==> config.mk <==
export PLATFORM = sky130hd
export DESIGN_NAME = mc_muldiv_unit_flat
export DESIGN_NICKNAME = d
export VERILOG_FILES = /design/src/rtl/mc_muldiv_unit_pkg.sv /design/src/rtl/mc_muldiv_unit_if.sv /design/src/rtl/mc_muldiv_unit_step.sv /design/src/rtl/mc_muldiv_unit.sv /design/src/flat_wrapper.sv
export SDC_FILE = /design/constraint.sdc
export NUM_CORES = 1
export LEC_CHECK = 0
export CAP_MARGIN = 0
export CORE_MARGIN = 3
export CORE_UTILIZATION = 35
export DETAILED_ROUTE_END_ITERATION = 8
export PLACE_DENSITY = 0.62
export SETUP_SLACK_MARGIN = 0.5
export SYNTH_ARGS = -nofsm -noshare
export SYNTH_HDL_FRONTEND = slang
export SYNTH_SLANG_ARGS = --single-unit
==> constraint.sdc <==
create_clock -name clk -period 6.15 [get_ports clk]
set_input_delay 1.23 -clock clk [delete_from_list [all_inputs] [get_ports clk]]
set_output_delay 1.23 -clock clk [all_outputs]
set_load 0.1 [all_outputs]
==> src/rtl/mc_muldiv_unit_pkg.sv <==
// Shared definitions for the iterative RV32M multiply/divide unit:
// func3 encodings, control states and operand-signedness helpers.
package mdu_pkg;

   localparam logic [2:0] F3_MUL    = 3'b000;
   localparam logic [2:0] F3_MULH   = 3'b001;
   localparam logic [2:0] F3_MULHSU = 3'b010;
   localparam logic [2:0] F3_MULHU  = 3'b011;
   localparam logic [2:0] F3_DIV    = 3'b100;
   localparam logic [2:0] F3_DIVU   = 3'b101;
   localparam logic [2:0] F3_REM    = 3'b110;
   localparam logic [2:0] F3_REMU   = 3'b111;

   typedef enum logic [2:0] {
      S_IDLE = 3'd0,
      S_PREP = 3'd1,
      S_CALC = 3'd2,
      S_FIX  = 3'd3,
      S_DONE = 3'd4
   } state_t;

   // Upper func3 bit separates the divide group from the multiply group.
   function automatic logic is_div(input logic [2:0] f3);
      return f3[2];
   endfunction

   // rs1 is treated as signed for MULH, MULHSU, DIV and REM.
   function automatic logic is_signed_a(input logic [2:0] f3);
      return (f3 == F3_MULH) || (f3 == F3_MULHSU) || (f3 == F3_DIV) || (f3 == F3_REM);
   endfunction

   // rs2 is treated as signed for MULH, DIV and REM.
   function automatic logic is_signed_b(input logic [2:0] f3);
      return (f3 == F3_MULH) || (f3 == F3_DIV) || (f3 == F3_REM);
   endfunction

endpackage

==> src/rtl/mc_muldiv_unit_if.sv <==
// Operand/result bus between the core control path and the multiply/divide unit.
//
// Handshake: the unit is ready exactly when busy is low. A start seen while busy
// is low launches one operation and latches func3/src_a/src_b in that cycle; the
// operation ends with a single-cycle done pulse (result valid in that cycle and
// held afterwards), or silently when kill is raised before the done cycle.
interface mc_muldiv_unit_if #(
   parameter int XLEN = 32
);
   logic            start;
   logic [2:0]      func3;
   logic [XLEN-1:0] src_a;
   logic [XLEN-1:0] src_b;
   logic            kill;
   logic            busy;
   logic            done;
   logic [XLEN-1:0] result;

   modport master (
      output start, func3, src_a, src_b, kill,
      input  busy, done, result
   );

   modport slave (
      input  start, func3, src_a, src_b, kill,
      output busy, done, result
   );
endinterface

==> src/rtl/mc_muldiv_unit_step.sv <==
// One radix-2 iteration of the shared accumulator.
// mode=0: shift-add multiply; acc = {partial product high, multiplier/low product}.
// mode=1: restoring divide; acc = {partial remainder, dividend/quotient bits}.
module mdu_step #(
   parameter int XLEN = 32
) (
   input  logic              mode,
   input  logic [2*XLEN-1:0] acc_in,
   input  logic [XLEN-1:0]   opnd,
   output logic [2*XLEN-1:0] acc_out
);
   logic [XLEN-1:0] hi;
   logic [XLEN-1:0] lo;
   logic [XLEN:0]   sum;
   logic [XLEN:0]   rsh;
   logic [XLEN:0]   diff;

   // Single iteration: add-and-shift-right for multiply, shift-left-and-trial-subtract for divide.
   always_comb begin
      hi   = acc_in[2*XLEN-1:XLEN];
      lo   = acc_in[XLEN-1:0];
      sum  = {1'b0, hi} + {1'b0, opnd};
      // Shifted remainder needs one extra bit: it can reach 2*divisor-1.
      rsh  = {hi, lo[XLEN-1]};
      diff = rsh - {1'b0, opnd};
      acc_out = acc_in;
      if (mode) begin
         if (!diff[XLEN]) begin
            acc_out = {diff[XLEN-1:0], lo[XLEN-2:0], 1'b1};
         end else begin
            acc_out = {rsh[XLEN-1:0], lo[XLEN-2:0], 1'b0};
         end
      end else begin
         if (lo[0]) begin
            acc_out = {sum, lo[XLEN-1:1]};
         end else begin
            acc_out = {1'b0, hi, lo[XLEN-1:1]};
         end
      end
   end
endmodule

==> src/rtl/mc_muldiv_unit.sv <==
// Iterative RV32M multiply/divide unit. Operands are reduced to magnitudes in
// PREP, iterated UNROLL radix-2 steps per clock in CALC, sign-corrected in FIX
// and published on entry to DONE. Divide-by-zero and signed overflow bypass CALC.
module mc_muldiv_unit
   import mdu_pkg::*;
#(
   parameter int XLEN   = 32,
   parameter int UNROLL = 1
) (
   input  logic            clk,
   input  logic            rst,
   mc_muldiv_unit_if.slave bus,
   output state_t          dbg_state
);
   localparam int N  = XLEN / UNROLL;
   localparam int CW = $clog2(N + 1);

   if ((XLEN % 2) != 0 || XLEN < 8) begin : g_bad_xlen
      $error("mc_muldiv_unit: XLEN must be even and >= 8");
   end
   if ((XLEN % UNROLL) != 0) begin : g_bad_unroll
      $error("mc_muldiv_unit: XLEN must be a multiple of UNROLL");
   end

   state_t            state;
   state_t            state_nx;
   logic [CW-1:0]     cnt;
   logic [2*XLEN-1:0] acc;
   logic [XLEN-1:0]   opnd;
   logic [XLEN-1:0]   result_q;
   logic [2:0]        op;
   logic              neg_q;
   logic              neg_r;

   logic              div_mode;
   logic [XLEN-1:0]   b_raw;
   logic              sa;
   logic              sb;
   logic [XLEN-1:0]   mag_a;
   logic [XLEN-1:0]   mag_b;
   logic              div_zero;
   logic              div_ovf;
   logic              fast;
   logic [XLEN-1:0]   fast_res;
   logic [2*XLEN-1:0] prod_fix;
   logic [XLEN-1:0]   quo;
   logic [XLEN-1:0]   rem;
   logic [XLEN-1:0]   fix_res;

   logic [2*XLEN-1:0] chain [UNROLL+1];

   assign bus.busy   = (state != S_IDLE);
   assign bus.done   = (state == S_DONE);
   assign bus.result = result_q;
   assign dbg_state  = state;

   assign div_mode = is_div(op);

   // UNROLL iterations chained combinationally; the register captures the last link.
   assign chain[0] = acc;
   for (genvar g = 0; g < UNROLL; g++) begin : g_step
      mdu_step #(.XLEN(XLEN)) u_step (
         .mode   (div_mode),
         .acc_in (chain[g]),
         .opnd   (opnd),
         .acc_out(chain[g+1])
      );
   end

   // Operand preparation: raw src_b sits in the low half of acc until PREP rewrites it.
   always_comb begin
      b_raw    = acc[XLEN-1:0];
      sa       = is_signed_a(op) & opnd[XLEN-1];
      sb       = is_signed_b(op) & b_raw[XLEN-1];
      mag_a    = sa ? (~opnd + 1'b1) : opnd;
      mag_b    = sb ? (~b_raw + 1'b1) : b_raw;
      div_zero = (b_raw == '0);
      div_ovf  = ((op == F3_DIV) || (op == F3_REM)) &&
                 (opnd == {1'b1, {(XLEN-1){1'b0}}}) && (b_raw == '1);
      fast     = div_mode && (div_zero || div_ovf);
      fast_res = '0;
      if (div_zero) begin
         fast_res = op[1] ? opnd : '1;
      end else if (div_ovf) begin
         fast_res = op[1] ? '0 : opnd;
      end
   end

   // Sign correction: negate the full product/quotient; the remainder follows the dividend.
   always_comb begin
      prod_fix = neg_q ? (~acc + 1'b1) : acc;
      quo      = neg_q ? (~acc[XLEN-1:0] + 1'b1) : acc[XLEN-1:0];
      rem      = neg_r ? (~acc[2*XLEN-1:XLEN] + 1'b1) : acc[2*XLEN-1:XLEN];
      fix_res  = '0;
      if (div_mode) begin
         fix_res = op[1] ? rem : quo;
      end else if (op == F3_MUL) begin
         fix_res = prod_fix[XLEN-1:0];
      end else begin
         fix_res = prod_fix[2*XLEN-1:XLEN];
      end
   end

   // Control state register.
   always_ff @(posedge clk or negedge rst) begin
      if (!rst) begin
         state <= S_IDLE;
      end else begin
         state <= state_nx;
      end
   end

   // Next-state logic: kill aborts only before DONE; start is only looked at in IDLE.
   always_comb begin
      state_nx = state;
      case (state)
         S_IDLE: if (bus.start) state_nx = S_PREP;
         S_PREP: begin
            if (bus.kill)  state_nx = S_IDLE;
            else if (fast) state_nx = S_DONE;
            else           state_nx = S_CALC;
         end
         S_CALC: begin
            if (bus.kill)        state_nx = S_IDLE;
            else if (cnt == '0)  state_nx = S_FIX;
         end
         S_FIX: begin
            if (bus.kill) state_nx = S_IDLE;
            else          state_nx = S_DONE;
         end
         S_DONE:  state_nx = S_IDLE;
         default: state_nx = S_IDLE;
      endcase
   end

   // Datapath registers: latch on start, prepare, iterate, and commit the result into DONE.
   always_ff @(posedge clk or negedge rst) begin
      if (!rst) begin
         cnt      <= '0;
         acc      <= '0;
         opnd     <= '0;
         result_q <= '0;
         op       <= '0;
         neg_q    <= 1'b0;
         neg_r    <= 1'b0;
      end else begin
         case (state)
            S_IDLE: begin
               if (bus.start) begin
                  op   <= bus.func3;
                  opnd <= bus.src_a;
                  acc  <= {{XLEN{1'b0}}, bus.src_b};
               end
            end
            S_PREP: begin
               neg_q <= sa ^ sb;
               neg_r <= sa;
               cnt   <= CW'(N - 1);
               if (div_mode) begin
                  acc  <= {{XLEN{1'b0}}, mag_a};
                  opnd <= mag_b;
               end else begin
                  acc  <= {{XLEN{1'b0}}, mag_b};
                  opnd <= mag_a;
               end
               if (!bus.kill && fast) result_q <= fast_res;
            end
            S_CALC: begin
               acc <= chain[UNROLL];
               if (cnt != '0) cnt <= cnt - CW'(1);
            end
            S_FIX: begin
               if (!bus.kill) result_q <= fix_res;
            end
            default: ;
         endcase
      end
   end
endmodule

==> src/flat_wrapper.sv <==
// flat-port wrapper written by rule: the top's interface ports become plain ports
module mc_muldiv_unit_flat import mdu_pkg::*;
#(
   parameter int XLEN   = 32,
   parameter int UNROLL = 1
)
  (clk, rst, dbg_state, bus_start, bus_func3, bus_src_a, bus_src_b, bus_kill, bus_busy, bus_done, bus_result);
  mc_muldiv_unit_if #(.XLEN(XLEN)) bus_i ();
  input  logic clk;
  input  logic rst;
  output state_t dbg_state;
  input wire logic [$bits(bus_i.start)-1:0] bus_start;
  input wire logic [$bits(bus_i.func3)-1:0] bus_func3;
  input wire logic [$bits(bus_i.src_a)-1:0] bus_src_a;
  input wire logic [$bits(bus_i.src_b)-1:0] bus_src_b;
  input wire logic [$bits(bus_i.kill)-1:0] bus_kill;
  output wire logic [$bits(bus_i.busy)-1:0] bus_busy;
  output wire logic [$bits(bus_i.done)-1:0] bus_done;
  output wire logic [$bits(bus_i.result)-1:0] bus_result;
  assign bus_i.start = bus_start;
  assign bus_i.func3 = bus_func3;
  assign bus_i.src_a = bus_src_a;
  assign bus_i.src_b = bus_src_b;
  assign bus_i.kill = bus_kill;
  assign bus_busy = bus_i.busy;
  assign bus_done = bus_i.done;
  assign bus_result = bus_i.result;
  mc_muldiv_unit #(.XLEN(XLEN), .UNROLL(UNROLL)) u_core (.clk(clk), .rst(rst), .bus(bus_i), .dbg_state(dbg_state));
endmodule
==> impl_metrics.tcl <==
set metrics [dict create \
    startpoint_type "register" \
    rsz0062_at_grt "false" \
    worstSetupPathType "reg2reg" \
    cts_buffer_depth 2 \
    fmax_mhz 190.9 \
    cts_tree "done" \
    yosysTopAreaCellShare_pct 22.22 \
    dpl_cell_area_um2 17330 \
    cts_resized 0 \
    finalHoldViolCount 0 \
    die_y_um 219.8 \
    synth_edf_count 0 \
    drive_gt1_share_pct 5.290 \
    fin_nets 2304 \
    placementRows 77 \
    critPathArrivalTime_ns 5.65 \
    worstPathMaxFanout 24 \
    wl_per_cell_um 28.49 \
    path_clk_slew_ns 0.08 \
    grt_pass1_wl_mm 114.4 \
    path_common_cell "a21oi_1" \
    avgSynthCellArea_um2 7.295 \
    synth.largest_area_cell "dfrtp_1" \
    grt_max_degree 87 \
    viasPerCell 6.509 \
    ant_nets 0 \
    p_leak_nw 7.211 \
    hold_buffers 0 \
    numCtsBuffers 17 \
    power_w 0.01018 \
    track_usage_pct 32.13 \
    fin_ws_ns 0.9130 \
    async_reset_ff_share_pct 100.0 \
    num_vias 18000 \
    path_delay_family "simple AND/OR/NAND/NOR gates" \
    worstSetupPathDepth 12 \
    drcViolationCount 0 \
    crit_chain "inv_1, ha_1, nor3b_1, nand2_1, nor2_1, nand3_1, o21ai_2, buf_4, a21oi_1, nor2_1, a21oi_1, a21oi_1" \
    routabilityCongestion 1.029 \
    grt_antenna_before_repair 1 \
    ys.flop_type "dfrtp_1" \
    powerDensity_nw_per_um2 567.2 \
    overflow 0 \
    period_share_pct 85.15 \
    synth_cells 2192 \
    synth_cell_type_count 78 \
    max-vdd-ir-drop_uv 293.9 \
    fin_skew_ns 0.01445 \
    maxCapViolations 0 \
    clock_sinks 142 \
    post_cts.repair.setup_buffers 0 \
    status "completed" \
    finish.utilization_pct 40.15 \
    crit_path_max_incr_delay_ns 1.20 \
    die_area_um2 48290 \
    cts_root_buf "clkbuf_16" \
    drtIter0Drc 2206 \
    cp-end-kind "register" \
    min-delay-path-class "reg2reg" \
    required_ns 6.56 \
    synth_fp_nets 2335 \
    yosys_warnings 0 \
    dr.pass1.iters 6 \
    r2r_cells 12 \
    finalWirelength_mm 78.80 \
    place_ws_ns 1.091 \
    relSlewSlack_pct 16.43 \
    slowest_stage "o21ai_2" \
    dp_hpwl_mm 59.13 \
    clk_latency_ns 0.49 \
    yosysSeqAreaShare_pct 22.22 \
    drv_slew 0 \
    n_antenna_cell 0 \
    setup_tns_ns 0 \
    floorplan.initialDensity_pct 35.77 \
    synth_area_leaders "dfrtp_1 (22%), nand2_1 (6.8%), xnor2_1 (6.6%)" \
    setup_viol 0 \
    place.port_buffers 107 \
    final_area_um2 17950 \
    hold_path_depth 2 \
    path_buf_inv 2 \
    htree_num_levels 4 \
    pin_count 108 \
    fin_crit_ns 5.237 \
    grt_pass1_vias 16830 \
    core_area_um2 44700 \
    syn_to_final_growth_pct 12.24 \
    ys_ff_latch 142 \
    tightest_slew_ns 1.253 \
    die_w_um 219.8 \
    synth_area_um2 15990 \
]
## state kept, by name (all words and copies together), names as in the netlist
| register | cells |
|---|---|
| u_core.neg_q | 1 |
| u_core.acc | 64 |
| u_core.dbg_state | 3 |
| u_core.cnt | 6 |
| u_core.neg_r | 1 |
| u_core.opnd | 32 |
| u_core.op | 3 |
| u_core.bus.result | 32 |
## cell type report
class	count	area [µm²]
Tap cell	592	740.7
Inverter	62	232.7
Clock inverter	14	180.2
Timing Repair Buffer	145	1358
Fill cell	4724	26750
Clock buffer	18	439.2
Sequential cell	142	3557
Multi-Input combinational cell	1793	11440
## worst min-delay path: stages (launching register included)
cell and delay [ns]:
dfrtp_1 0.35, nand2_1 0.06, o31ai_1 0.06
## worst paths after layout
kind / start / to / slack [ns]
worst max-delay path: u_core.acc[1]$_DFFE_PN0P_ / u_core.bus.result[26]$_DFFE_PN0P_ / 0.91
max in group asynchronous: rst / u_core.op[2]$_DFFE_PN0P_ / 3.93
worst max register to register: u_core.acc[1]$_DFFE_PN0P_ / u_core.bus.result[26]$_DFFE_PN0P_ / 0.91
worst min register to register: u_core.bus.result[8]$_DFFE_PN0P_ / u_core.bus.result[8]$_DFFE_PN0P_ / 0.50
worst min-delay path: u_core.bus.result[8]$_DFFE_PN0P_ / u_core.bus.result[8]$_DFFE_PN0P_ / 0.50
min in group asynchronous: rst / u_core.cnt[3]$_DFFE_PN0P_ / 0.76
## power by group
part           internal [W]  switching, W
combinational       0.00225       0.00463
clock              0.000656      0.000512
sequential          0.00125      0.000886
total               0.00415       0.00603
## cell families after synthesis
logic type                 synth area share (%)
and+or+nand+nor                           21.52
xor gates and xnor gates                  10.84
DFF                                       22.22
adders and majority gates                 5.727
buffers and inverters                     6.424
muxes                                     4.851
AOI/OAI and AO/OA                         28.42
## cell usage in the layout, fill, tap and decap left out, types with 39 or more instances in the layout
master / synthesis / final
a21oi_1: 190 / 190
a31oi_1: 39 / 39
clkdlybuf4s50_1: 0 / 106
dfrtp_1: 142 / 141
ha_1: 70 / 70
inv_1: 59 / 58
mux2i_1: 64 / 64
nand2_1: 289 / 289
nor2_1: 182 / 181
nor3_1: 57 / 56
o21ai_0: 183 / 183
xnor2_1: 121 / 121
xor2_1: 77 / 77
## stage by stage
stage | cells | hold WS [ns]
final | 2766 | 0.4958
after global routing | 2766 | 0.5271
after CTS | 2766 | 0.4986
after detailed placement | 2734 | 0.4849
after global placement | 2734 | 0.4749
after floorplan | 2192 | 0.4653
## routing by layer
layer  routed length, µm  track usage [%]  share of wire (%)  vias up
met1               31650            41.83                 40     8812
met3                7718            6.646                9.8      210
li1                    -                -                  -     7913
met2               33860            48.51                 43     1066
met5                  11                0              0.014        -
met4                5564            20.18                7.1        2
## synth_stat cells, drive strengths merged, types with 59 or more instances
cell      n
a21oi   190
clkbuf  150
dfrtp   142
ha       70
inv      59
mux2i    64
nand2   289
nor2    184
nor3     60
o21ai   193
xnor2   121
xor2     77
(Power assumes the default switching activity.)
